$ cat src/rtl/spi_slave_stream.sv
// spi_slave_stream: SPI slave with runtime mode select, oversampled pins and
// streaming TX/RX word interfaces in the clk_s domain.
// Optional feature macro: SPI_SLAVE_LSB_FIRST_EN (defined = LSB-first in both
// directions, undefined = MSB-first).
module spi_slave_stream #(
  parameter int DATA_WIDTH  = 8,
  parameter int SYNC_STAGES = 2
) (
  input  logic                  clk_s,
  input  logic                  rst_n,
  input  logic                  sclk_s,
  input  logic                  ss,
  input  logic                  mosi,
  output logic                  miso,
  input  logic                  cpol,
  input  logic                  cpha,
  input  logic [DATA_WIDTH-1:0] tx_data,
  input  logic                  tx_valid,
  output logic                  tx_ready,
  output logic [DATA_WIDTH-1:0] rx_data,
  output logic                  rx_valid,
  input  logic                  rx_ready,
  output logic                  overrun,
  output logic                  underrun,
  output logic                  busy
);

  localparam int CNT_W = $clog2(DATA_WIDTH);
  localparam logic [CNT_W-1:0] LAST_BIT = CNT_W'(DATA_WIDTH - 1);

  typedef enum logic {
    IDLE,
    ACTIVE
  } state_t;

  logic [SYNC_STAGES-1:0] sclk_sync_q, sclk_sync_d;
  logic [SYNC_STAGES-1:0] ss_sync_q, ss_sync_d;
  logic [SYNC_STAGES-1:0] mosi_sync_q, mosi_sync_d;
  logic                   sclk_prev_q, sclk_prev_d;
  logic                   ss_prev_q, ss_prev_d;

  state_t                 state_q, state_d;
  logic                   cpol_q, cpol_d;
  logic                   cpha_q, cpha_d;
  logic [CNT_W-1:0]       bit_cnt_q, bit_cnt_d;
  logic [DATA_WIDTH-1:0]  tx_shift_q, tx_shift_d;
  logic [DATA_WIDTH-1:0]  rx_shift_q, rx_shift_d;
  logic [DATA_WIDTH-1:0]  rx_data_q, rx_data_d;
  logic                   rx_valid_q, rx_valid_d;
  logic [DATA_WIDTH-1:0]  tx_buf_q, tx_buf_d;
  logic                   tx_full_q, tx_full_d;
  logic                   overrun_q, overrun_d;
  logic                   underrun_q, underrun_d;

  logic                   sclk_in, ss_in, mosi_in;
  logic                   sclk_rise, sclk_fall, ss_fall, ss_rise;
  logic                   lead_edge, trail_edge, sample_edge, shift_edge;
  logic                   do_load, do_shift, do_sample;
  logic                   tx_out_bit;
  logic [DATA_WIDTH-1:0]  tx_shifted, rx_next;

  // Synchronised pin values and edges seen against one extra registered copy
  assign sclk_in   = sclk_sync_q[SYNC_STAGES-1];
  assign ss_in     = ss_sync_q[SYNC_STAGES-1];
  assign mosi_in   = mosi_sync_q[SYNC_STAGES-1];
  assign sclk_rise = sclk_in & ~sclk_prev_q;
  assign sclk_fall = ~sclk_in & sclk_prev_q;
  assign ss_fall   = ~ss_in & ss_prev_q;
  assign ss_rise   = ss_in & ~ss_prev_q;

  // Mode decoding uses the copy of cpol/cpha taken at frame start
  assign lead_edge   = cpol_q ? sclk_fall : sclk_rise;
  assign trail_edge  = cpol_q ? sclk_rise : sclk_fall;
  assign sample_edge = cpha_q ? trail_edge : lead_edge;
  assign shift_edge  = cpha_q ? lead_edge : trail_edge;

`ifdef SPI_SLAVE_LSB_FIRST_EN
  assign tx_out_bit = tx_shift_q[0];
  assign tx_shifted = {1'b0, tx_shift_q[DATA_WIDTH-1:1]};
  assign rx_next    = {mosi_in, rx_shift_q[DATA_WIDTH-1:1]};
`else
  assign tx_out_bit = tx_shift_q[DATA_WIDTH-1];
  assign tx_shifted = {tx_shift_q[DATA_WIDTH-2:0], 1'b0};
  assign rx_next    = {rx_shift_q[DATA_WIDTH-2:0], mosi_in};
`endif

  // Next value of the pin synchronisers and edge-detect copies
  always_comb begin
    sclk_sync_d = {sclk_sync_q[SYNC_STAGES-2:0], sclk_s};
    ss_sync_d   = {ss_sync_q[SYNC_STAGES-2:0], ss};
    mosi_sync_d = {mosi_sync_q[SYNC_STAGES-2:0], mosi};
    sclk_prev_d = sclk_in;
    ss_prev_d   = ss_in;
  end

  // Frame FSM, shift registers, TX holding buffer and RX handshake
  always_comb begin
    state_d    = state_q;
    cpol_d     = cpol_q;
    cpha_d     = cpha_q;
    bit_cnt_d  = bit_cnt_q;
    tx_shift_d = tx_shift_q;
    rx_shift_d = rx_shift_q;
    rx_data_d  = rx_data_q;
    rx_valid_d = rx_valid_q;
    tx_buf_d   = tx_buf_q;
    tx_full_d  = tx_full_q;
    overrun_d  = 1'b0;
    underrun_d = 1'b0;
    do_load    = 1'b0;
    do_shift   = 1'b0;
    do_sample  = 1'b0;

    if (rx_valid_q && rx_ready) begin
      rx_valid_d = 1'b0;
    end

    case (state_q)
      IDLE: begin
        if (ss_fall) begin
          state_d   = ACTIVE;
          cpol_d    = cpol;
          cpha_d    = cpha;
          bit_cnt_d = '0;
          do_load   = ~cpha;
        end
      end
      ACTIVE: begin
        if (ss_rise) begin
          state_d = IDLE;
        end else begin
          do_shift  = shift_edge;
          do_sample = sample_edge;
        end
      end
      default: state_d = IDLE;
    endcase

    // A shift edge at bit 0 starts a new word for both cpha settings
    if (do_shift) begin
      if (bit_cnt_q == '0) begin
        do_load = 1'b1;
      end else begin
        tx_shift_d = tx_shifted;
      end
    end

    if (do_load) begin
      if (tx_full_q) begin
        tx_shift_d = tx_buf_q;
        tx_full_d  = 1'b0;
      end else begin
        tx_shift_d = '0;
        underrun_d = 1'b1;
      end
    end

    if (do_sample) begin
      rx_shift_d = rx_next;
      if (bit_cnt_q == LAST_BIT) begin
        bit_cnt_d  = '0;
        rx_data_d  = rx_next;
        rx_valid_d = 1'b1;
        overrun_d  = rx_valid_q & ~rx_ready;
      end else begin
        bit_cnt_d = bit_cnt_q + CNT_W'(1);
      end
    end

    // Accept is gated by the pre-cycle empty flag, so a same-cycle load never sees it
    if (tx_valid && !tx_full_q) begin
      tx_full_d = 1'b1;
      tx_buf_d  = tx_data;
    end
  end

  // State register with asynchronous active-low reset
  always_ff @(posedge clk_s or negedge rst_n) begin
    if (!rst_n) begin
      sclk_sync_q <= '0;
      ss_sync_q   <= '1;
      mosi_sync_q <= '0;
      sclk_prev_q <= 1'b0;
      ss_prev_q   <= 1'b1;
      state_q     <= IDLE;
      cpol_q      <= 1'b0;
      cpha_q      <= 1'b0;
      bit_cnt_q   <= '0;
      tx_shift_q  <= '0;
      rx_shift_q  <= '0;
      rx_data_q   <= '0;
      rx_valid_q  <= 1'b0;
      tx_buf_q    <= '0;
      tx_full_q   <= 1'b0;
      overrun_q   <= 1'b0;
      underrun_q  <= 1'b0;
    end else begin
      sclk_sync_q <= sclk_sync_d;
      ss_sync_q   <= ss_sync_d;
      mosi_sync_q <= mosi_sync_d;
      sclk_prev_q <= sclk_prev_d;
      ss_prev_q   <= ss_prev_d;
      state_q     <= state_d;
      cpol_q      <= cpol_d;
      cpha_q      <= cpha_d;
      bit_cnt_q   <= bit_cnt_d;
      tx_shift_q  <= tx_shift_d;
      rx_shift_q  <= rx_shift_d;
      rx_data_q   <= rx_data_d;
      rx_valid_q  <= rx_valid_d;
      tx_buf_q    <= tx_buf_d;
      tx_full_q   <= tx_full_d;
      overrun_q   <= overrun_d;
      underrun_q  <= underrun_d;
    end
  end

  assign miso     = (state_q == ACTIVE) ? tx_out_bit : 1'b0;
  assign busy     = (state_q == ACTIVE);
  assign tx_ready = ~tx_full_q;
  assign rx_data  = rx_data_q;
  assign rx_valid = rx_valid_q;
  assign overrun  = overrun_q;
  assign underrun = underrun_q;

endmodule
$ cat config.mk
export PLATFORM = sky130hd
export DESIGN_NAME = spi_slave_stream
export DESIGN_NICKNAME = d
export VERILOG_FILES = /design/src/rtl/spi_slave_stream.sv
export SDC_FILE = /design/constraint.sdc
export NUM_CORES = 1
export LEC_CHECK = 0
export BUFFER_PORTS_ARGS = -buffer_cell sky130_fd_sc_hd__buf_2
export CELL_PAD_IN_SITES_DETAIL_PLACEMENT = 1
export CELL_PAD_IN_SITES_GLOBAL_PLACEMENT = 1
export CORE_UTILIZATION = 35
export CTS_BUF_LIST = sky130_fd_sc_hd__clkbuf_2
export CTS_CLUSTER_DIAMETER = 80
export DETAILED_ROUTE_END_ITERATION = 10
export PLACE_DENSITY_LB_ADDON = 0.1
export SYNTH_ARGS = -nofsm -noshare
export SYNTH_HDL_FRONTEND = slang
export SYNTH_SLANG_ARGS = --single-unit
$ cat constraint.sdc
create_clock -name clk_s -period 5 [get_ports clk_s]
set_input_delay 0.5 -clock clk_s [delete_from_list [all_inputs] [get_ports clk_s]]
set_output_delay 0.5 -clock clk_s [all_outputs]
set_load 0.05 [all_outputs]
After elaboration in Yosys (flattened, before gate mapping)
Cells that the tools add are included.
{"block": "word_totals", "register_bits": 49, "out_inout_bits": 14, "elab_cells": 78}
{"block": "classes", "n_addsub": 1, "eq_ne": 3, "mux": 33, "bitwise_logic": 13, "n_reduce_logical": 11}
{"cell": "2-to-1 mux 8 bit", "count": 4}
{"cell": "2-to-1 mux 1 bit", "count": 24}
{"cell": "2-to-1 mux 3 bit", "count": 4}
{"cell": "NOT 1 bit", "count": 8}
{"cell": "AND reduction 2 bit", "count": 4}
{"cell": "nonzero test 2 bit", "count": 3}
{"cell": "bitwise AND 1 bit", "count": 5}
{"cell": "adder 3 x 1 -> 3 bit (second input constant)", "count": 1}
{"cell": "equality test 3 bit (second input constant)", "count": 1}
{"cell": "zero test 3 bit", "count": 1}
{"cell": "logical AND 1 bit", "count": 2}
{"cell": "inequality test 2 x 1 -> 1 bit (second input constant)", "count": 1}
{"cell": "inequality test 2 bit (second input constant)", "count": 1}
{"cell": "one-hot mux 1 bit (2 select lines)", "count": 1}
{"cell": "zero test 1 bit", "count": 1}

Depth between registers and ports, before layout
Gate-level depths: netlist of the first run.
{"block": "depth", "ltp_word": 9, "depth_mapped": 7, "mapped_depth_nobuf": 6}

Worst setup path before layout of the first run
OpenSTA, ideal clock, no wires.
{"block": "synth_path", "kind": "register to register", "from": "register state_q (netlist: busy)", "to": "register tx_shift_q[1]", "arrival_ps": 1905, "slack_ps": 2971, "stages_incl_launch_ff": 6, "period_less_slack_ps": 2029, "cell_sequence": "dfrtp_1 > or4b_4 > and2_4 > buf_6 > a22o_1 > mux2_2"}
{"block": "synth_between", "elab_chain_len": 5}
{"item": "start: declaration", "line_no": "42", "rtl": "state_t state_q, state_d;"}
{"item": "start signal: assignment", "line_no": "203", "rtl": "state_q <= state_d;"}
{"item": "2-to-1 mux 1 bit", "line_no": "118", "rtl": "case (state_q)"}
{"item": "2-to-1 mux 1 bit", "line_no": "141", "rtl": "if (bit_cnt_q == '0) begin"}
{"item": "2-to-1 mux 1 bit", "line_no": "140", "rtl": "if (do_shift) begin"}
{"item": "inequality test 2 bit (no line) / nonzero test 2 bit (equally long branches)"}
{"item": "AND reduction 2 bit (no line)"}
{"item": "end signal: assignment", "line_no": "207", "rtl": "tx_shift_q <= tx_shift_d;"}
{"item": "end: declaration", "line_no": "46", "rtl": "logic [DATA_WIDTH-1:0] tx_shift_q, tx_shift_d;"}
Several ways; a longest one is shown, not always the timed one.
A chain may end at the register's enable or synchronous reset.

Worst setup path in the final report of the first run
{"block": "layout_path", "from": "register ss_prev_q", "to": "register tx_shift_q[6]"}
{"block": "layout_between", "elab_chain_len": 7}
{"item": "start: declaration", "line_no": "40", "rtl": "logic ss_prev_q, ss_prev_d;"}
{"item": "start signal: assignment", "line_no": "202", "rtl": "ss_prev_q <= ss_prev_d;"}
{"item": "bitwise AND 1 bit / NOT 1 bit (equally long branches)", "line_no": "68, 69"}
{"item": "2-to-1 mux 1 bit / bitwise AND 1 bit (equally long branches)", "line_no": "120, 69"}
{"item": "2-to-1 mux 1 bit, on equally long branches", "line_no": "118, 129"}
{"item": "2-to-1 mux 1 bit, on equally long branches", "line_no": "141, 118"}
{"item": "2-to-1 mux 1 bit", "line_no": "140"}
{"item": "inequality test 2 bit (no line) / nonzero test 2 bit (equally long branches)"}
{"item": "AND reduction 2 bit (no line)"}
Several ways; a longest one is shown, not always the timed one.

==> results of run 1 <==
per-layer routing:
metal  vias to the layer above  global-route usage [%]
li1                        541                       -
met1                       582                    16.2
met2                        18                    22.0
met3                         2                    3.45
met4                         0                    4.53
met5                         -                       0
registers in the layout, summed over array words and instances, names as in the netlist:
name         cells
tx_shift_q       8
busy             1
rx_shift_q       7
bit_cnt_q        3
tx_full_q        1
rx_valid         1
ss_prev_q        1
tx_buf_q         8
rx_data          8
sclk_sync_q      2
overrun          1
underrun         1
sclk_prev_q      1
cpol_q           1
mosi_sync_q      2
cpha_q           1
ss_sync_q        2
area by class of cell:
cell class | instances | area, um^2
Timing Repair Buffer | 31 | 158
Clock inverter | 1 | 3.75
Tap cell | 70 | 87.6
Fill cell | 583 | 3040
Multi-Input combinational cell | 75 | 686
Inverter | 9 | 33.8
Sequential cell | 49 | 1230
Clock buffer | 6 | 30.0
where the power goes:
part | leakage (nW) | switching, mW | internal, mW
Sequential | 0.618 | 0.0724 | 0.504
Clock | 0.0265 | 0.113 | 0.0328
Combinational | 0.469 | 0.167 | 0.170
Total | 1.11 | 0.352 | 0.707
logic make-up after synthesis:
| kind of cell | synth area share, % |
|---|---|
| flip-flops | 62.5 |
| multiplexers | 20.3 |
| AND/OR/NAND/NOR | 5.78 |
| AO/OA/AOI/OAI | 6.35 |
| buffers and inverters | 2.73 |
| adder cells (fa/ha/maj) | 1.91 |
| XOR/XNOR | 0.445 |
worst max-delay path, cell delays in order (launching register included):
cell,delay (ns)
dfstp_2,0.58
or4b_4,0.50
a21oi_1,0.49
a22o_1,0.21
mux2_2,0.14
synth_stat cells:
cell type  count  area [um^2]
nor2_1         2         7.51
o21ai_1        1         5.00
or4b_4         1         13.8
nand3_1        1         5.00
clkbuf_1       1         3.75
a22o_1         7         61.3
nor2_2         1         6.26
and2_1         2         12.5
o21ai_2        1         8.76
o31a_1         1         8.76
a21oi_1        1         5.00
o21ai_0        1         5.00
o22ai_1        1         6.26
buf_6          1         11.3
mux2_2        32          360
o2bb2ai_1      1         8.76
nand2b_1       2         12.5
inv_1          9         33.8
o311ai_0       1         8.76
a21o_1         1         7.51
nand2_1        4         15.0
mux2i_1        4         40.0
and2_4         1         8.76
buf_2          1         5.00
dfrtp_1       46         1150
dfstp_2        3         78.8
nor3b_1        1         7.51
xnor2_1        1         8.76
ha_1           3         37.5
nor2b_1        3         18.8
and3_1         1         6.26
final timing paths:
check	endpoint	startpoint	slack, ns
setup / recovery	tx_shift_q[6]	ss_prev_q	3.06
hold / removal	ss_sync_q[0]	ss	0.18
setup reg to reg	tx_shift_q[6]	ss_prev_q	3.06
hold reg to reg	ss_sync_q[1]	ss_sync_q[0]	0.37
max in group asynchronous	rx_data[4]	rst_n	4.07
min in group asynchronous	tx_buf_q[3]	rst_n	0.26
per-stage QoR:
step / setup slack (ns) / std cells / area, um^2
floorplan: 2.97 / 136 / 1970
CTS: 3.03 / 241 / 2230
detailed placement: 2.95 / 234 / 2190
global route: 2.93 / 241 / 2230
global placement: 3.02 / 234 / 2190
finish: 3.06 / 241 / 2230
==> qor.yml, run 1 <==
met3WireLength_um: 103
top_layer_used: "met4"
die_area_um2: 5930
post-route-period-util_pct: 38.9
rsz0062_at_grt: "no"
core-area_um2: 5270
r2r_cells: 4
hold_ws_ns: 0.185
m1WireLength_um: 1580
pin_count: 31
cts_made_buffers: 5
grt_pass1_vias: 1252
start_kind: "flip-flop"
io_buffers: 30
diodes: 0
gr-usage-all-layers_pct: 13.1
drt_first_pass_iters: 4
start_util_pct: 37.4
cts_max_path_buffers: 2
synth_nets: 156
period_minus_slack_ns: 1.94
wl_per_cell_um: 14.2
critPathKind: "reg2reg"
clk_root_buffer_cell: "clkbuf_2"
syn_avg_cell_area_um2: 14.5
status: "complete, no violations"
hold_viol: 0
grt_max_degree: 50
required_ns: 5.35
ctsHoldBuffers: 0
grt_pass1_wl_um: 6070
maxSlewViolCount: 0
syn_inst: 136
drcViolationCount: 0
htreeDepth: 2
worstMarginPinSlew_ns: 1.07
wl_met2_um: 1700
end_kind: "flip-flop"
area_growth_pct: 13.2
synth_area_um2: 1970
routed_via_density: 4.74
wl_um: 3420
post_cts_resized: 0
cp.arrival_ns: 2.30
cts_setup_buffers: 0
die_h_um: 77.0
maxCapViolations: 0
drive_above_1_share_pct: 44.4
ys_seq_area_share_pct: 62.5
finalPower_mw: 1.06
powerDensity_nw_per_um2: 475
antenna_found_initial: 0
yosys_warnings: 0
setup-tns-final_ns: 0
ant_nets: 0
drt-initial-drc-count: 54
fmax_mhz: 514
clock-sinks: 49
timing.slew.headroom_pct: 29.0
crit_path_max_fanout: 7
nets: 191
vias: 1143
mostFrequentLayoutCells: "dfrtp_1, mux2_2, buf_2"
tritoncts: "built"
utilization_pct: 42.3
num_rows: 26
finalSetupViolCount: 0
layout_commonest_cell: "dfrtp_1"
hp-class: "in2reg"
clkTransAtPathRegs_ns: 0.23
p_leak_nw: 1.11
holdPathStages: 1
peakVddDrop_mv: 0.152
grt_overflow: 0
yosysUniqueCellTypes: 31
insertion_delay_ns: 0.38
dp_hpwl_um: 2370
synth_seq_cells: 49
gp_congestion: 0.693
fin_skew_ns: 0.0168
dieWidth_um: 77.0
Power figures use the tool's default switching activity.
==> run 2, diff against run 1 <==
==> constraint.sdc (replaced) <==
create_clock -name clk_s -period 1.7 [get_ports clk_s]
set_input_delay 0.17 -clock clk_s [delete_from_list [all_inputs] [get_ports clk_s]]
set_output_delay 0.17 -clock clk_s [all_outputs]
set_load 0.05 [all_outputs]
==> run 2 against run 1 <==
Clock-buffer cell count fell by 1. Largest cell class unchanged. Critical path type unchanged. The flow now finishes with violations (setup timing). Clock power grew to 3.0 times the previous value. Largest power group unchanged. Non-clock buffer count up 31. Maximum frequency rose by 8.3%. Worst setup slack lost 3.2 ns. Hold slack worse by 0.032 ns. Die area unchanged. Clock skew down 0.0087 ns. Cell count is 13% higher. Sequential share of layout area is 8.0 points lower. Register-to-register slack lost 3.2 ns. Sequential cell count stayed put.
==> qor.yml, run 2 (same netlist as run 1, synthesis figures left out) <==
post-route-period-util_pct: 106
rsz0062_at_grt: "yes"
pin_count: 31
diodes: 0
gr-usage-all-layers_pct: 14.9
critPathKind: "reg2reg"
status: "complete, but fails checks"
routed_via_density: 4.75
start_kind: "flip-flop"
finalSetupViolCount: 15
required_ns: 2.03
grt_pass1_vias: 1458
worstMarginPinSlew_ns: 0.356
utilization_pct: 49.5
drt_first_pass_iters: 4
antenna_found_initial: 0
cts_made_buffers: 5
hold_viol: 0
layout_commonest_cell: "dfrtp_1"
die_h_um: 77.0
crit_path_max_fanout: 8
clock-sinks: 49
io_buffers: 30
timing.slew.headroom_pct: 75.8
dieWidth_um: 77.0
fmax_mhz: 557
dp_hpwl_um: 2630
period_minus_slack_ns: 1.80
maxCapViolations: 0
wl_um: 3850
grt_pass1_wl_um: 6880
vias: 1296
peakVddDrop_mv: 0.607
core-area_um2: 5270
maxSlewViolCount: 0
wl_per_cell_um: 14.1
start_util_pct: 37.4
post-place-cells: 245
drive_above_1_share_pct: 49.3
cts_max_path_buffers: 2
drt-initial-drc-count: 38
hp-class: "in2reg"
hold_ws_ns: 0.152
failed_checks: "setup timing"
nets: 222
ant_nets: 0
p_leak_nw: 1.29
tritoncts: "built"
cp.arrival_ns: 2.13
end_kind: "flip-flop"
clkTransAtPathRegs_ns: 0.22
die_area_um2: 5930
clk_root_buffer_cell: "clkbuf_2"
htreeDepth: 2
drcViolationCount: 0
grt_max_degree: 28
num_rows: 26
grt_overflow: 0
mostFrequentLayoutCells: "dfrtp_1, buf_2, mux2_2"
powerDensity_nw_per_um2: 1300
setup-tns-final_ns: -0.692
insertion_delay_ns: 0.41
fin_ws_ns: -0.0961
pre_cts_slack_ns: -0.106
fin_skew_ns: 0.00807
area_growth_pct: 32.4
instances_no_fill: 273
gp_congestion: 0.739
## run 2: cell types whose count changed in the layout (fill, tap and decap cells not counted), sizes merged
cell and delta:
dlygate4sd3 +15, clkbuf -1, clkinv +2, buf +16
## run 2: worst max-delay path, stage by stage (launching register included)
cell and delay, ns:
dfstp_2 0.57, or4b_4 0.47, and2_4 0.21, a22o_1 0.21
mux2_2 0.25
## run 2: metal layers
metal,wire length (um),track usage [%],up-vias,part of all wire [%]
met5,0,0,-,0
met1,1720,17.9,658,45
li1,-,-,610,-
met3,105,3.57,7,2.7
met2,1960,25.3,21,51
met4,64,6.79,0,1.7
## run 2: timing repair
item | 4_1_cts | 5_1_grt
pin swaps | 1 | 2
endpoints found under the hold margin | 64 | 0
endpoints found under the setup margin | 24 | 24
setup buffers | 2 | 2
hold buffers | 15 | 0
gates cloned | 1 | 0
gates resized for setup | 20 | 6
## run 2: cell type report
cell class                      instances  area (um^2)
Tap cell                               70         87.6
Clock buffer                            5         25.0
Multi-Input combinational cell         75          778
Fill cell                             567         2660
Inverter                                9         33.8
Clock inverter                          3         12.5
Timing Repair Buffer                   62          439
Sequential cell                        49         1230
## run 2: final timing paths
kind / startpoint / endpoint / slack, ns / cells after the start
worst max-delay path: ss_prev_q / tx_shift_q[4] / -0.1 / 4
worst min-delay path: tx_valid / tx_full_q / 0.15 / 3
worst max register to register: ss_prev_q / tx_shift_q[4] / -0.1 / 4
worst min register to register: ss_sync_q[0] / ss_sync_q[1] / 0.37 / 0
max in group asynchronous: rst_n / ss_sync_q[0] / 1.16 / 3
min in group asynchronous: rst_n / tx_buf_q[3] / 0.25 / 3
## run 2: through the flow
stage / instance area [um^2] / power, mW
final: 2610 / 3.38
after global routing: 2610 / 3.64
after floorplan: 1970 / 2.49
after detailed placement: 2280 / 2.83
after CTS: 2570 / 3.38
after global placement: 2280 / 2.76
## run 2: where the power goes
| group | switching (mW) | internal, mW |
|---|---|---|
| Combinational | 0.567 | 0.681 |
| Sequential | 0.208 | 1.48 |
| Clock | 0.351 | 0.0902 |
==> run 3, diff against run 2 <==
--- a/config.mk
+++ b/config.mk
@@ -7,7 +7,7 @@
 export LEC_CHECK = 0
 export BUFFER_PORTS_ARGS = -buffer_cell sky130_fd_sc_hd__buf_2
 export CELL_PAD_IN_SITES_DETAIL_PLACEMENT = 1
-export CELL_PAD_IN_SITES_GLOBAL_PLACEMENT = 1
+export CELL_PAD_IN_SITES_GLOBAL_PLACEMENT = 2
 export CORE_UTILIZATION = 35
 export CTS_BUF_LIST = sky130_fd_sc_hd__clkbuf_2
 export CTS_CLUSTER_DIAMETER = 80
==> run 3 against run 2 <==
The run still ends with setup timing left. Total power is 4.4% higher. Clock-buffer cell count up 1. Critical path depth unchanged. Hold slack gained 0.062 ns. Non-clock buffer count rose by 1. Combinational power hardly changed. Design area increased by 1.9%. Die area stayed put. Critical endpoint is now tx_shift_q[1]. Largest cell class unchanged. Largest power group unchanged.
==> qor.yml, run 3 (same netlist as run 1, synthesis figures left out) <==
status: "complete, but fails checks"
failed_checks: "setup timing"
critPathSlowestCell: "dfstp_2"
die_h_um: 77.0
stdcell_area_um2: 2660
placed_area_um2: 2300
wl_um: 3830
nets: 223
wl_met2_um: 1960
grt_max_degree: 30
clkTransAtPathRegs_ns: 0.24
top_layer_used: "met4"
crit_path_max_incr_delay_ns: 0.58
finalSetupViolCount: 11
drcViolationCount: 0
clock-sinks: 49
fmax_mhz: 548
vias: 1285
drt-initial-drc-count: 59
rsz0062_at_grt: "yes"
cp.arrival_ns: 2.16
cts_max_path_buffers: 2
drive_above_1_share_pct: 49.5
pin_count: 31
htreeDepth: 2
insertion_delay_ns: 0.41
end_kind: "flip-flop"
critPathKind: "reg2reg"
clk_root_buffer_cell: "clkbuf_2"
crit_end: "tx_shift_q[1]"
gp_congestion: 0.700
hp-class: "in2async"
ant_nets: 0
layout_commonest_cell: "dfrtp_1"
worstReg2RegEnd: "tx_shift_q[1]"
maxSlewViolCount: 0
diodes: 0
antenna_found_initial: 0
fillCellCount: 561
fin_skew_ns: 0.0215
crit_path_max_fanout: 8
p_leak_nw: 1.30
tritoncts: "built"
dp_hpwl_um: 2590
drt_first_pass_iters: 3
cp_cell_sequence: "or4b_4, and2_4, a22o_1, mux2_4"
dieWidth_um: 77.0
die_area_um2: 5930
met3WireLength_um: 123
grt_overflow: 0
mostFrequentLayoutCells: "dfrtp_1, buf_2, mux2_2"
fin_ws_ns: -0.125
timing.slew.headroom_pct: 66.5
gr-usage-all-layers_pct: 14.9
rrSetupSlack_ns: -0.12
num_rows: 26
r2r_start: "ss_prev_q"
period_minus_slack_ns: 1.82
io_buffers: 30
cp-startpoint: "ss_prev_q"
core-area_um2: 5270
start_kind: "flip-flop"
r2r_cells: 4
required_ns: 2.04
peakVddDrop_mv: 0.528
start_util_pct: 37.4
grt_pass1_vias: 1404
m1WireLength_um: 1710
maxCapViolations: 0
routed_via_density: 4.69
hold_viol: 0
setup-tns-final_ns: -0.742
hold_ws_ns: 0.214
post-route-period-util_pct: 107
wl_per_cell_um: 14.0
cts_made_buffers: 5
powerDensity_nw_per_um2: 1330
pre_cts_slack_ns: -0.118
area_growth_pct: 34.9
grt_pass1_wl_um: 6710
worstMarginPinSlew_ns: 0.503
==> run 3: cell count changes in the layout (fill, tap and decap cells not counted), sizes merged <==
cell and change:
clkbuf +2, clkinv -2, bufinv +1
==> run 3: cell type report <==
cell class              count  area (um^2)  area share (%)
multi-input cells          75          747            28.1
flip-flops and latches     49         1230            46.3
well taps                  70         87.6            3.30
clock inverters             2         33.8            1.27
clock buffers               6         30.0            1.13
inverters                   9         33.8            1.27
repair buffers             63          493            18.6
==> run 3: worst max-delay path: cells and delay by family (launching register included) <==
family | cells | cell delay (ns)
AOI/OAI and AO/OA | 1 | 0.23
DFF | 1 | 0.58
and+or+nand+nor | 2 | 0.69
muxes | 1 | 0.26
==> run 3: metrics by stage <==
stage / utilization (%) / total power [mW] / std cells
2_1_floorplan: - / 2.49 / 136
3_5_place_dp: 43.6 / 2.83 / 244
4_1_cts: 49.4 / 3.55 / 273
3_3_place_gp: 43.6 / 2.76 / 244
5_1_grt: 50.4 / 3.81 / 274
6_report: 50.4 / 3.53 / 274
==> run 3: routing by layer <==
metal / up-vias / GRT usage (%)
met5: - / 0
met4: 0 / 6.79
met1: 653 / 18.2
li1: 608 / -
met3: 4 / 3.33
met2: 20 / 25.0
==> run 3: worst min path at each step <==
| stage | start | endpoint | slack, ns | cells after the start |
|---|---|---|---|---|
| 2_1_floorplan | rst_n | bit_cnt_q[0] | -0.13 | 0 |
| 3_3_place_gp | rst_n | cpol_q | 0.16 | 1 |
| 3_5_place_dp | rst_n | cpha_q | 0.17 | 1 |
| 4_1_cts | rst_n | cpha_q | 0.18 | 2 |
| 5_1_grt | rst_n | tx_shift_q[7] | 0.18 | 2 |
| 6_report | rst_n | tx_shift_q[7] | 0.21 | 2 |
==> run 3: timing repair <==
action | 4_1_cts | 5_1_grt
resized for setup | 7 | 11
setup endpoints to repair | 22 | 28
pin swaps | 1 | 7
setup buffers | 5 | 2
gates cloned | 1 | 0
hold buffers | 15 | 0
endpoints found under the hold margin | 35 | 0
==> run 3: report_power, final <==
group          leakage, nW  internal [mW]  total [mW]  switching (mW)
Clock               0.0406          0.251       0.601           0.350
Sequential           0.616           1.48        1.69           0.202
Combinational        0.646          0.680        1.24           0.563
Total                 1.30           2.41        3.53            1.12
